### src/rtl/ysyx_22050854_pkg.sv
// Shared FSM encoding and fetch constants for the ysyx_22050854 front end.
package ysyx_22050854_pkg;

   localparam int unsigned INST_W       = 32;
   localparam logic [31:0] IFU_RESET_PC = 32'h8000_0000;

   typedef enum logic [1:0] {
      IDLE = 2'd0,
      REQ  = 2'd1,
      WAIT = 2'd2,
      FULL = 2'd3
   } ifu_state_t;

endpackage

### src/rtl/ysyx_22050854_ifu_skid.sv
// One-entry holding buffer for a fetch response that arrives while IF/ID is stalled.
module ysyx_22050854_ifu_skid
   import ysyx_22050854_pkg::*;
(
   input  logic              clock,
   input  logic              reset,
   input  logic              clear,
   input  logic              wr_en,
   input  logic [31:0]       wr_pc,
   input  logic [INST_W-1:0] wr_inst,
   output logic              valid,
   output logic [31:0]       pc,
   output logic [INST_W-1:0] inst
);

   always_ff @(posedge clock or negedge reset) begin
      if (!reset) begin
         valid <= 1'b0;
         pc    <= '0;
         inst  <= '0;
      end else if (clear) begin
         valid <= 1'b0;
      end else if (wr_en) begin
         valid <= 1'b1;
         pc    <= wr_pc;
         inst  <= wr_inst;
      end
   end

endmodule

### src/rtl/ysyx_22050854_ifu.sv
// Instruction fetch unit: single-outstanding fetch FSM feeding the IF/ID register.
// Define YSYX_22050854_IFU_PERF_EN to add the fetch/flush performance counters.
module ysyx_22050854_ifu
   import ysyx_22050854_pkg::*;
#(
   parameter logic [31:0] RESET_PC = IFU_RESET_PC
) (
   input  logic              clock,
   input  logic              reset,
   input  logic              jump,
   input  logic [31:0]       next_pc,
   input  logic              stall,
   output logic              inst_req,
   output logic [31:0]       inst_addr,
   input  logic              inst_ready,
   input  logic              inst_rvalid,
   input  logic [INST_W-1:0] inst_rdata,
   output logic              IDreg_valid,
   output logic [31:0]       IDreg_pc,
   output logic [INST_W-1:0] IDreg_inst
`ifdef YSYX_22050854_IFU_PERF_EN
   ,
   output logic [63:0]       perf_fetch_cnt,
   output logic [63:0]       perf_flush_cnt
`endif
);

   ifu_state_t        state;
   logic [31:0]       fetch_pc;
   logic              drop;
   logic              skid_valid;
   logic [31:0]       skid_pc;
   logic [INST_W-1:0] skid_inst;
   logic              rsp_keep;
   logic              can_load;
   logic              load_rsp;
   logic              load_skid;
   logic              to_skid;

   // A response is kept only when it belongs to the current path and no redirect wins this cycle.
   assign rsp_keep  = (state == WAIT) && inst_rvalid && !drop && !jump;
   assign can_load  = !IDreg_valid || !stall;
   assign load_rsp  = rsp_keep && can_load;
   assign to_skid   = rsp_keep && !can_load;
   assign load_skid = (state == FULL) && !stall && !jump && skid_valid;

   always_ff @(posedge clock or negedge reset) begin
      if (!reset) begin
         state     <= IDLE;
         fetch_pc  <= RESET_PC;
         inst_addr <= RESET_PC;
         inst_req  <= 1'b0;
         drop      <= 1'b0;
      end else if (jump) begin
         fetch_pc <= next_pc;
         case (state)
            REQ: begin
               // inst_addr stays put: the memory may still be looking at the old request.
               drop <= 1'b1;
               if (inst_ready) begin
                  state    <= WAIT;
                  inst_req <= 1'b0;
               end
            end
            WAIT: begin
               if (inst_rvalid) begin
                  state     <= REQ;
                  inst_req  <= 1'b1;
                  inst_addr <= next_pc;
                  drop      <= 1'b0;
               end else begin
                  drop <= 1'b1;
               end
            end
            default: begin
               state     <= REQ;
               inst_req  <= 1'b1;
               inst_addr <= next_pc;
               drop      <= 1'b0;
            end
         endcase
      end else begin
         case (state)
            IDLE: begin
               state     <= REQ;
               inst_req  <= 1'b1;
               inst_addr <= fetch_pc;
            end
            REQ: begin
               if (inst_ready) begin
                  state    <= WAIT;
                  inst_req <= 1'b0;
               end
            end
            WAIT: begin
               if (inst_rvalid) begin
                  if (drop) begin
                     drop      <= 1'b0;
                     state     <= REQ;
                     inst_req  <= 1'b1;
                     inst_addr <= fetch_pc;
                  end else begin
                     fetch_pc <= fetch_pc + 32'd4;
                     if (can_load) begin
                        state     <= REQ;
                        inst_req  <= 1'b1;
                        inst_addr <= fetch_pc + 32'd4;
                     end else begin
                        state <= FULL;
                     end
                  end
               end
            end
            FULL: begin
               if (!stall) begin
                  state     <= REQ;
                  inst_req  <= 1'b1;
                  inst_addr <= fetch_pc;
               end
            end
         endcase
      end
   end

   always_ff @(posedge clock or negedge reset) begin
      if (!reset) begin
         IDreg_valid <= 1'b0;
         IDreg_pc    <= '0;
         IDreg_inst  <= '0;
      end else if (jump) begin
         IDreg_valid <= 1'b0;
      end else if (load_rsp) begin
         IDreg_valid <= 1'b1;
         IDreg_pc    <= inst_addr;
         IDreg_inst  <= inst_rdata;
      end else if (load_skid) begin
         IDreg_valid <= 1'b1;
         IDreg_pc    <= skid_pc;
         IDreg_inst  <= skid_inst;
      end else if (IDreg_valid && !stall) begin
         IDreg_valid <= 1'b0;
      end
   end

   ysyx_22050854_ifu_skid u_skid (
      .clock   (clock),
      .reset   (reset),
      .clear   (jump || load_skid),
      .wr_en   (to_skid),
      .wr_pc   (inst_addr),
      .wr_inst (inst_rdata),
      .valid   (skid_valid),
      .pc      (skid_pc),
      .inst    (skid_inst)
   );

`ifdef YSYX_22050854_IFU_PERF_EN
   always_ff @(posedge clock or negedge reset) begin
      if (!reset) begin
         perf_fetch_cnt <= '0;
         perf_flush_cnt <= '0;
      end else begin
         if (load_rsp || load_skid) perf_fetch_cnt <= perf_fetch_cnt + 64'd1;
         if (jump) perf_flush_cnt <= perf_flush_cnt + 64'd1;
      end
   end
`endif

endmodule

### config.mk
export PLATFORM = sky130hd
export DESIGN_NAME = ysyx_22050854_ifu
export DESIGN_NICKNAME = d
export VERILOG_FILES = /design/src/rtl/ysyx_22050854_pkg.sv /design/src/rtl/ysyx_22050854_ifu_skid.sv /design/src/rtl/ysyx_22050854_ifu.sv
export SDC_FILE = /design/constraint.sdc
export NUM_CORES = 1
export LEC_CHECK = 0
export ABC_CLOCK_PERIOD_IN_PS = 2800
export CAP_MARGIN = 10
export CORE_ASPECT_RATIO = 1.25
export CORE_UTILIZATION = 55
export CTS_BUF_LIST = sky130_fd_sc_hd__clkbuf_8
export DETAILED_ROUTE_END_ITERATION = 6
export GPL_ROUTABILITY_DRIVEN = 0
export PLACE_DENSITY = 0.85
export RECOVER_POWER = 50
export SLEW_MARGIN = 20
export SYNTH_ARGS = -nofsm -noshare
export SYNTH_HDL_FRONTEND = slang
export SYNTH_HIERARCHICAL = 1
export SYNTH_SLANG_ARGS = --single-unit
### constraint.sdc
create_clock -name clock -period 2.8 [get_ports clock]
set_input_delay 0.56 -clock clock [delete_from_list [all_inputs] [get_ports clock]]
set_output_delay 0.56 -clock clock [all_outputs]
set_load 0.05 [all_outputs]
==> flow_summary.json, run 1 <==
{
  "p_leak_uw": 0.00500,
  "seqPwrFrac": 0.361,
  "multi_input_area_um2": 4510,
  "grt_start_max_net_pins": 77,
  "r2r-start": "fetch_pc[2]",
  "path_max_fanout": 65,
  "p_per_area_nw_per_um2": 1010,
  "maxSlewViolCount": 112,
  "area_delta_synth_final_pct": 23.9,
  "cts_setup_buffers": 0,
  "p_clk_frac": 0.149,
  "worst_slew_pin_slew_ns": 1.95,
  "yosysUniqueCellTypes": 59,
  "grt_pass1_wl_um": 38000,
  "core.rowCount": 54,
  "cts.repair.resized": 0,
  "power_frac_comb": 0.490,
  "drive_gt1_frac": 0.152,
  "worstSetupPathType": "in2reg",
  "ys.flop_type": "dfrtp_1",
  "p_sw_uw": 5830,
  "swShare": 0.473,
  "wl_per_cell_um": 18.8,
  "clock_latency_ns": 0.49,
  "max_slew_margin": -0.298,
  "finalCritPeriodShare": 0.927,
  "synthArstFlopShare": 1.00,
  "post-synth-top-count-cell": "dfrtp_1",
  "first_global_vias": 7316,
  "finalHoldViolations": 0,
  "netlist_top_cells_count": "dfrtp_1, nor2_1, a21oi_1, mux2i_1, mux2_4",
  "drc": 0,
  "peakVddDrop_mv": 0.558,
  "hold_path.class": "reg2reg",
  "io_pins": 168,
  "status": "finished with violations",
  "rsz0062_at_grt": "no",
  "critPathLaunchType": "input port",
  "ys_ff_latch": 198,
  "die_width_um": 121,
  "die_y_um": 151,
  "arrival_ns": 2.96,
  "viasPerCell": 5.81,
  "io_buffers": 167,
  "postSynthCellCount": 886,
  "setup_slack_ns": 0.204,
  "filler_cell_count": 1255,
  "setup.worst_path.end_class": "register",
  "regToRegEndpoint": "fetch_pc[19]",
  "drt_pass1_iterations": 5,
  "synth_edf_count": 0,
  "hpwl_um": 16800,
  "fmax_mhz": 385,
  "grt_use_total": 0.271,
  "synth_area_leaders": "dfrtp_1, mux2_4, mux2i_1, nor2_1, a21oi_1",
  "via_count": 7407,
  "finClkSkew_ns": 0.0132,
  "drt-initial-drc-count": 536,
  "layout.nets": 1112,
  "htree_levels": 4,
  "rrSetupSlack_ns": 0.31,
  "ant_nets": 0,
  "pre_cts_ws_ns": 0.0707,
  "period_minus_slack_ns": 2.60,
  "clk_path_buf_depth": 2,
  "clock-root-buffer": "clkbuf_8",
  "start_util": 0.563,
  "cts.sinks": 198,
  "synth_top_cell_by_area": "dfrtp_1",
  "hold_end": "fetch_pc[0]",
  "ys_warn_count": 6,
  "antenna_found_initial": 0,
  "violations": "max-capacitance violations, max-slew violations",
  "dieArea_um2": 18400,
  "postCtsHoldBufs": 0,
  "clk_pin_slew_ns": 0.10,
  "core_um2": 17400,
  "synth_fp_nets": 961,
  "cp_data_required_time_ns": 3.16,
  "maxCapViolations": 2,
  "diodes": 0,
  "syn_area_per_cell_um2": 11.1,
  "r2r_cells": 5,
  "register_area_um2": 4960,
  "cts_tree": "built",
  "intPower_uw": 6490,
  "synthesis.area_um2": 9820,
  "setup_viol": 0,
  "finalSetupTns_ns": 0,
  "synth_top_area_frac": 0.500,
  "min-delay-start": "fetch_pc[0]",
  "cts_made_buffers": 17,
  "synth-seq-area-share": 0.505,
  "drt_wl_total_um": 24000,
  "power_uw": 12300,
  "min_path_cells": 1,
  "grt_remaining_overflow": 0
}
-- critical path, cell delays in order --
cell and delay [ns]:
dlygate4sd3_1 0.61, nor4bb_4 0.30, clkbuf_4 0.99, mux2i_1 0.33, a21oi_1 0.12
-- metrics by stage --
| step | utilization | hold slack [ns] | instance area [µm²] | std cells |
|---|---|---|---|---|
| final | 0.698 | 0.518 | 12200 | 1274 |
| after detailed placement | 0.677 | 0.485 | 11800 | 1242 |
| after global placement | 0.677 | 0.477 | 11800 | 1242 |
| after global routing | 0.698 | 0.532 | 12200 | 1274 |
| after floorplan | - | 0.264 | 9820 | 886 |
| after CTS | 0.700 | 0.0883 | 12200 | 1274 |
-- worst max-delay path by stage --
stage	startpoint	to	slack [ns]
finish	stall	IDreg_inst[27]	0.20
global route	jump	inst_addr[25]	0.12
CTS	inst_addr[31]	inst_addr[31]	0.31
detailed placement	inst_rvalid	u_skid/pc[12]	0.07
global placement	inst_rvalid	u_skid/pc[12]	0.11
floorplan	jump	u_skid/inst[0]	0.11
-- cells by family after synthesis --
logic type / after synthesis / synth area share
buffers and inverters: 72 / 0.0407
and+or+nand+nor: 262 / 0.130
AOI/OAI and AO/OA: 152 / 0.0900
DFF: 198 / 0.505
adders and majority gates: 5 / 0.00637
muxes: 151 / 0.187
xor gates and xnor gates: 46 / 0.0410
-- state kept, by name, summed over array words and instances, names as in the netlist --
signal	flops
u_skid/valid	1
IDreg_pc	32
IDreg_inst	32
state	2
inst_req	1
IDreg_valid	1
u_skid/inst	32
fetch_pc	32
drop	1
u_skid/pc	32
inst_addr	32
-- layout make-up --
type,count,area share
clock inverters,15,0.0133
flip-flops and latches,198,0.407
repair buffers,198,0.165
inverters,6,0.00185
well taps,224,0.0230
clock buffers,17,0.0192
multi-input cells,616,0.370
-- per-layer routing --
metal / GRT usage / share of wire / up-vias
li1: - / - / 3429
met1: 0.351 / 0.42 / 3653
met2: 0.441 / 0.49 / 262
met3: 0.0512 / 0.053 / 63
met4: 0.126 / 0.036 / 0
met5: 0 / 0 / -
-- cells in the final DEF (no fill, tap or decap), types with 15 or more instances in the layout --
master / instances
xor2_1: 26
nor2_1: 112
dfrtp_1: 196
nand2_1: 51
mux2_4: 60
o21ai_0: 33
buf_4: 16
xnor2_1: 20
nor4_1: 15
mux2i_1: 69
clkdlybuf4s50_1: 164
clkbuf_8: 17
a21oi_1: 81
nand4_1: 19
mux2_2: 21
-- power by group through the flow --
| stage | Sequential, µW | Clock (µW) | Combinational, µW |
|---|---|---|---|
| after CTS | 4440 | 1890 | 6070 |
| final | 4450 | 1840 | 6040 |
| after global placement | 4450 | 0 | 5930 |
| after detailed placement | 4490 | 0 | 6060 |
| after global routing | 4540 | 2010 | 6350 |
| after floorplan | 6730 | 0 | 1430 |
(Power assumes the default switching activity.)
==> run 2: changes to the inputs <==
--- a/config.mk
+++ b/config.mk
@@ -14,7 +14,7 @@
 export GPL_ROUTABILITY_DRIVEN = 0
 export PLACE_DENSITY = 0.85
 export RECOVER_POWER = 50
-export SLEW_MARGIN = 20
+export SLEW_MARGIN = 10
 export SYNTH_ARGS = -nofsm -noshare
 export SYNTH_HDL_FRONTEND = slang
 export SYNTH_HIERARCHICAL = 1
==> results of run 2 <==
The final DEF is identical to that of run 1; final timing and power are the same.
==> run 3: changes to the inputs <==
--- a/config.mk
+++ b/config.mk
@@ -12,10 +12,10 @@
 export CTS_BUF_LIST = sky130_fd_sc_hd__clkbuf_8
 export DETAILED_ROUTE_END_ITERATION = 6
 export GPL_ROUTABILITY_DRIVEN = 0
-export PLACE_DENSITY = 0.85
+export PLACE_DENSITY = 0.82
 export RECOVER_POWER = 50
 export SLEW_MARGIN = 10
 export SYNTH_ARGS = -nofsm -noshare
 export SYNTH_HDL_FRONTEND = slang
-export SYNTH_HIERARCHICAL = 1
 export SYNTH_SLANG_ARGS = --single-unit
+export TNS_END_PERCENT = 50
==> run 3 against run 2 <==
Effect of this change: routed wire length shrank 12%; global-route usage shrank 2.7 points; the run still ends with max-capacitance violations, max-slew violations left; maximum frequency grew 5.3%; largest cell class unchanged; via count shrank 5.4%; die area shrank 2.8%; clock-buffer cell count grew 2.
==> flow_summary.json, run 3 <==
{
  "postSynthCellCount": 877,
  "setup.worst_path.end_class": "register",
  "p_leak_uw": 0.00498,
  "start_util": 0.564,
  "drt_wl_total_um": 21100,
  "clock_latency_ns": 0.46,
  "viasPerCell": 5.54,
  "wl_per_cell_um": 16.7,
  "synthArstFlopShare": 1.00,
  "arrival_ns": 2.80,
  "via_count": 7009,
  "ant_nets": 0,
  "clk_pin_slew_ns": 0.10,
  "finalCritPeriodShare": 0.881,
  "core_um2": 16900,
  "path_max_fanout": 28,
  "rsz0062_at_grt": "no",
  "core.rowCount": 53,
  "routed.top_layer": "met4",
  "first_global_vias": 6849,
  "hold_ws_ns": 0.491,
  "power_uw": 12200,
  "diodes": 0,
  "synth_edf_count": 0,
  "setup_viol": 0,
  "route.met2.wl_um": 10700,
  "io_pins": 168,
  "area_delta_synth_final_pct": 24.9,
  "dieArea_um2": 17900,
  "ys.flop_type": "dfrtp_1",
  "netlist_top_cells_count": "dfrtp_1, nor2_1, a21oi_1, mux2_2, mux2i_1",
  "finalHoldViolations": 0,
  "cp_data_required_time_ns": 3.14,
  "drc": 0,
  "violations": "max-capacitance violations, max-slew violations",
  "final_cell_count_no_fill": 1265,
  "layout.nets": 1107,
  "final_common_cell": "dfrtp_1",
  "grt_start_max_net_pins": 67,
  "io_buffers": 167,
  "worstSetupPathType": "in2reg",
  "place_inst": 1233,
  "drt-initial-drc-count": 631,
  "synthesis.area_um2": 9530,
  "cts_setup_buffers": 0,
  "die_y_um": 149,
  "drive_gt1_frac": 0.155,
  "ys_warn_count": 0,
  "cts.repair.resized": 0,
  "synth_top_cell_by_area": "dfrtp_1",
  "worst_slew_pin_slew_ns": 1.61,
  "cts_made_buffers": 17,
  "max_slew_margin": -0.0713,
  "die_width_um": 120,
  "finalSetupTns_ns": 0,
  "clk_path_buf_depth": 2,
  "finClkSkew_ns": 0.00906,
  "maxSlewViolCount": 67,
  "synth-seq-area-share": 0.520,
  "hpwl_um": 14700,
  "fmax_mhz": 405,
  "cts.sinks": 198,
  "final_cell_mix": "dfrtp_1, clkdlybuf4s50_1, nor2_1",
  "final_util": 0.704,
  "cts_tree": "built",
  "ys_ff_latch": 198,
  "p_per_area_nw_per_um2": 1030,
  "synth_top_area_frac": 0.515,
  "status": "finished with violations",
  "hold_path.class": "in2async",
  "filler_cell_count": 1282,
  "synth_fp_nets": 952,
  "met1_length_um": 9170,
  "drt_pass1_iterations": 4,
  "maxCapViolations": 1,
  "met3_length_um": 987,
  "grt_use_total": 0.245,
  "period_minus_slack_ns": 2.47,
  "antenna_found_initial": 0,
  "grt_remaining_overflow": 0,
  "htree_levels": 4,
  "yosysUniqueCellTypes": 54,
  "grt_pass1_wl_um": 34400,
  "clock-root-buffer": "clkbuf_8",
  "synth_area_leaders": "dfrtp_1, mux2_2, mux2i_1, a21oi_1, nor2_1",
  "peakVddDrop_mv": 0.653,
  "syn_area_per_cell_um2": 10.9,
  "post-synth-top-count-cell": "dfrtp_1",
  "critPathLaunchType": "input port",
  "postCtsHoldBufs": 0
}
==> run 3: cell count changes in the layout (fill, tap and decap cells not counted), sizes merged, moves of 7 or more <==
cell | previous run | this run
nand2 | 52 | 60
buf | 27 | 20
nand3 | 14 | 29
nor3 | 8 | 15
a21oi | 81 | 88
nor4 | 16 | 7
xor2 | 26 | 35
==> run 3: cell families (layout without fill, tap and decap cells) <==
| group | Yosys count | after routing | synth area share |
|---|---|---|---|
| and+or+nand+nor | 266 | 266 | 0.139 |
| DFF | 198 | 198 | 0.520 |
| AOI/OAI and AO/OA | 145 | 145 | 0.0921 |
| muxes | 144 | 144 | 0.161 |
| buffers and inverters | 68 | 236 | 0.0340 |
| xor gates and xnor gates | 51 | 51 | 0.0469 |
| adders and majority gates | 5 | 5 | 0.00656 |
==> run 3: worst max-delay path, cell delays in order <==
cell and delay, ns:
dlygate4sd3_1 0.61, clkbuf_1 0.21, nor4bb_1 0.58, buf_12 0.23, buf_12 0.23, mux2i_1 0.25, a21oi_1 0.10
==> run 3: worst paths after layout <==
kind | slack (ns) | startpoint | endpoint | cells after the start
setup reg to reg | 0.52 | state[0] | u_skid.inst[9] | 6
hold / removal | 0.49 | reset | IDreg_inst[26] | 1
setup / recovery | 0.33 | jump | IDreg_pc[25] | 7
max in group asynchronous | 0.67 | reset | inst_addr[13] | 2
hold reg to reg | 0.50 | fetch_pc[0] | fetch_pc[0] | 1
min in group clock | 0.50 | fetch_pc[0] | fetch_pc[0] | 1
==> run 3: through the flow <==
step | area [µm²] | setup slack (ns)
finish | 11900 | 0.334
global route | 11900 | 0.215
CTS | 12000 | 0.336
detailed placement | 11600 | 0.232
global placement | 11600 | 0.303
floorplan | 9530 | 0.784
==> run 3: final cells by class <==
type,count,area [µm²],area share
clock buffers,19,262,0.0220
clock inverters,13,170,0.0143
inverters,8,30.0,0.00252
multi-input cells,611,4260,0.358
flip-flops and latches,198,4960,0.416
well taps,220,275,0.0231
repair buffers,196,1950,0.164
==> run 3: layer usage <==
layer	vias up	GRT usage
li1	3373	-
met1	3428	0.331
met2	192	0.408
met3	16	0.0390
met4	0	0.0706
met5	-	0
==> run 3: power by group <==
group | leakage, µW | total [µW] | internal (µW) | switching, µW
clock network | 0.000213 | 1920 | 870 | 1050
logic | 0.00231 | 5990 | 2100 | 3890
registers | 0.00246 | 4340 | 3680 | 657
total | 0.00498 | 12200 | 6650 | 5600
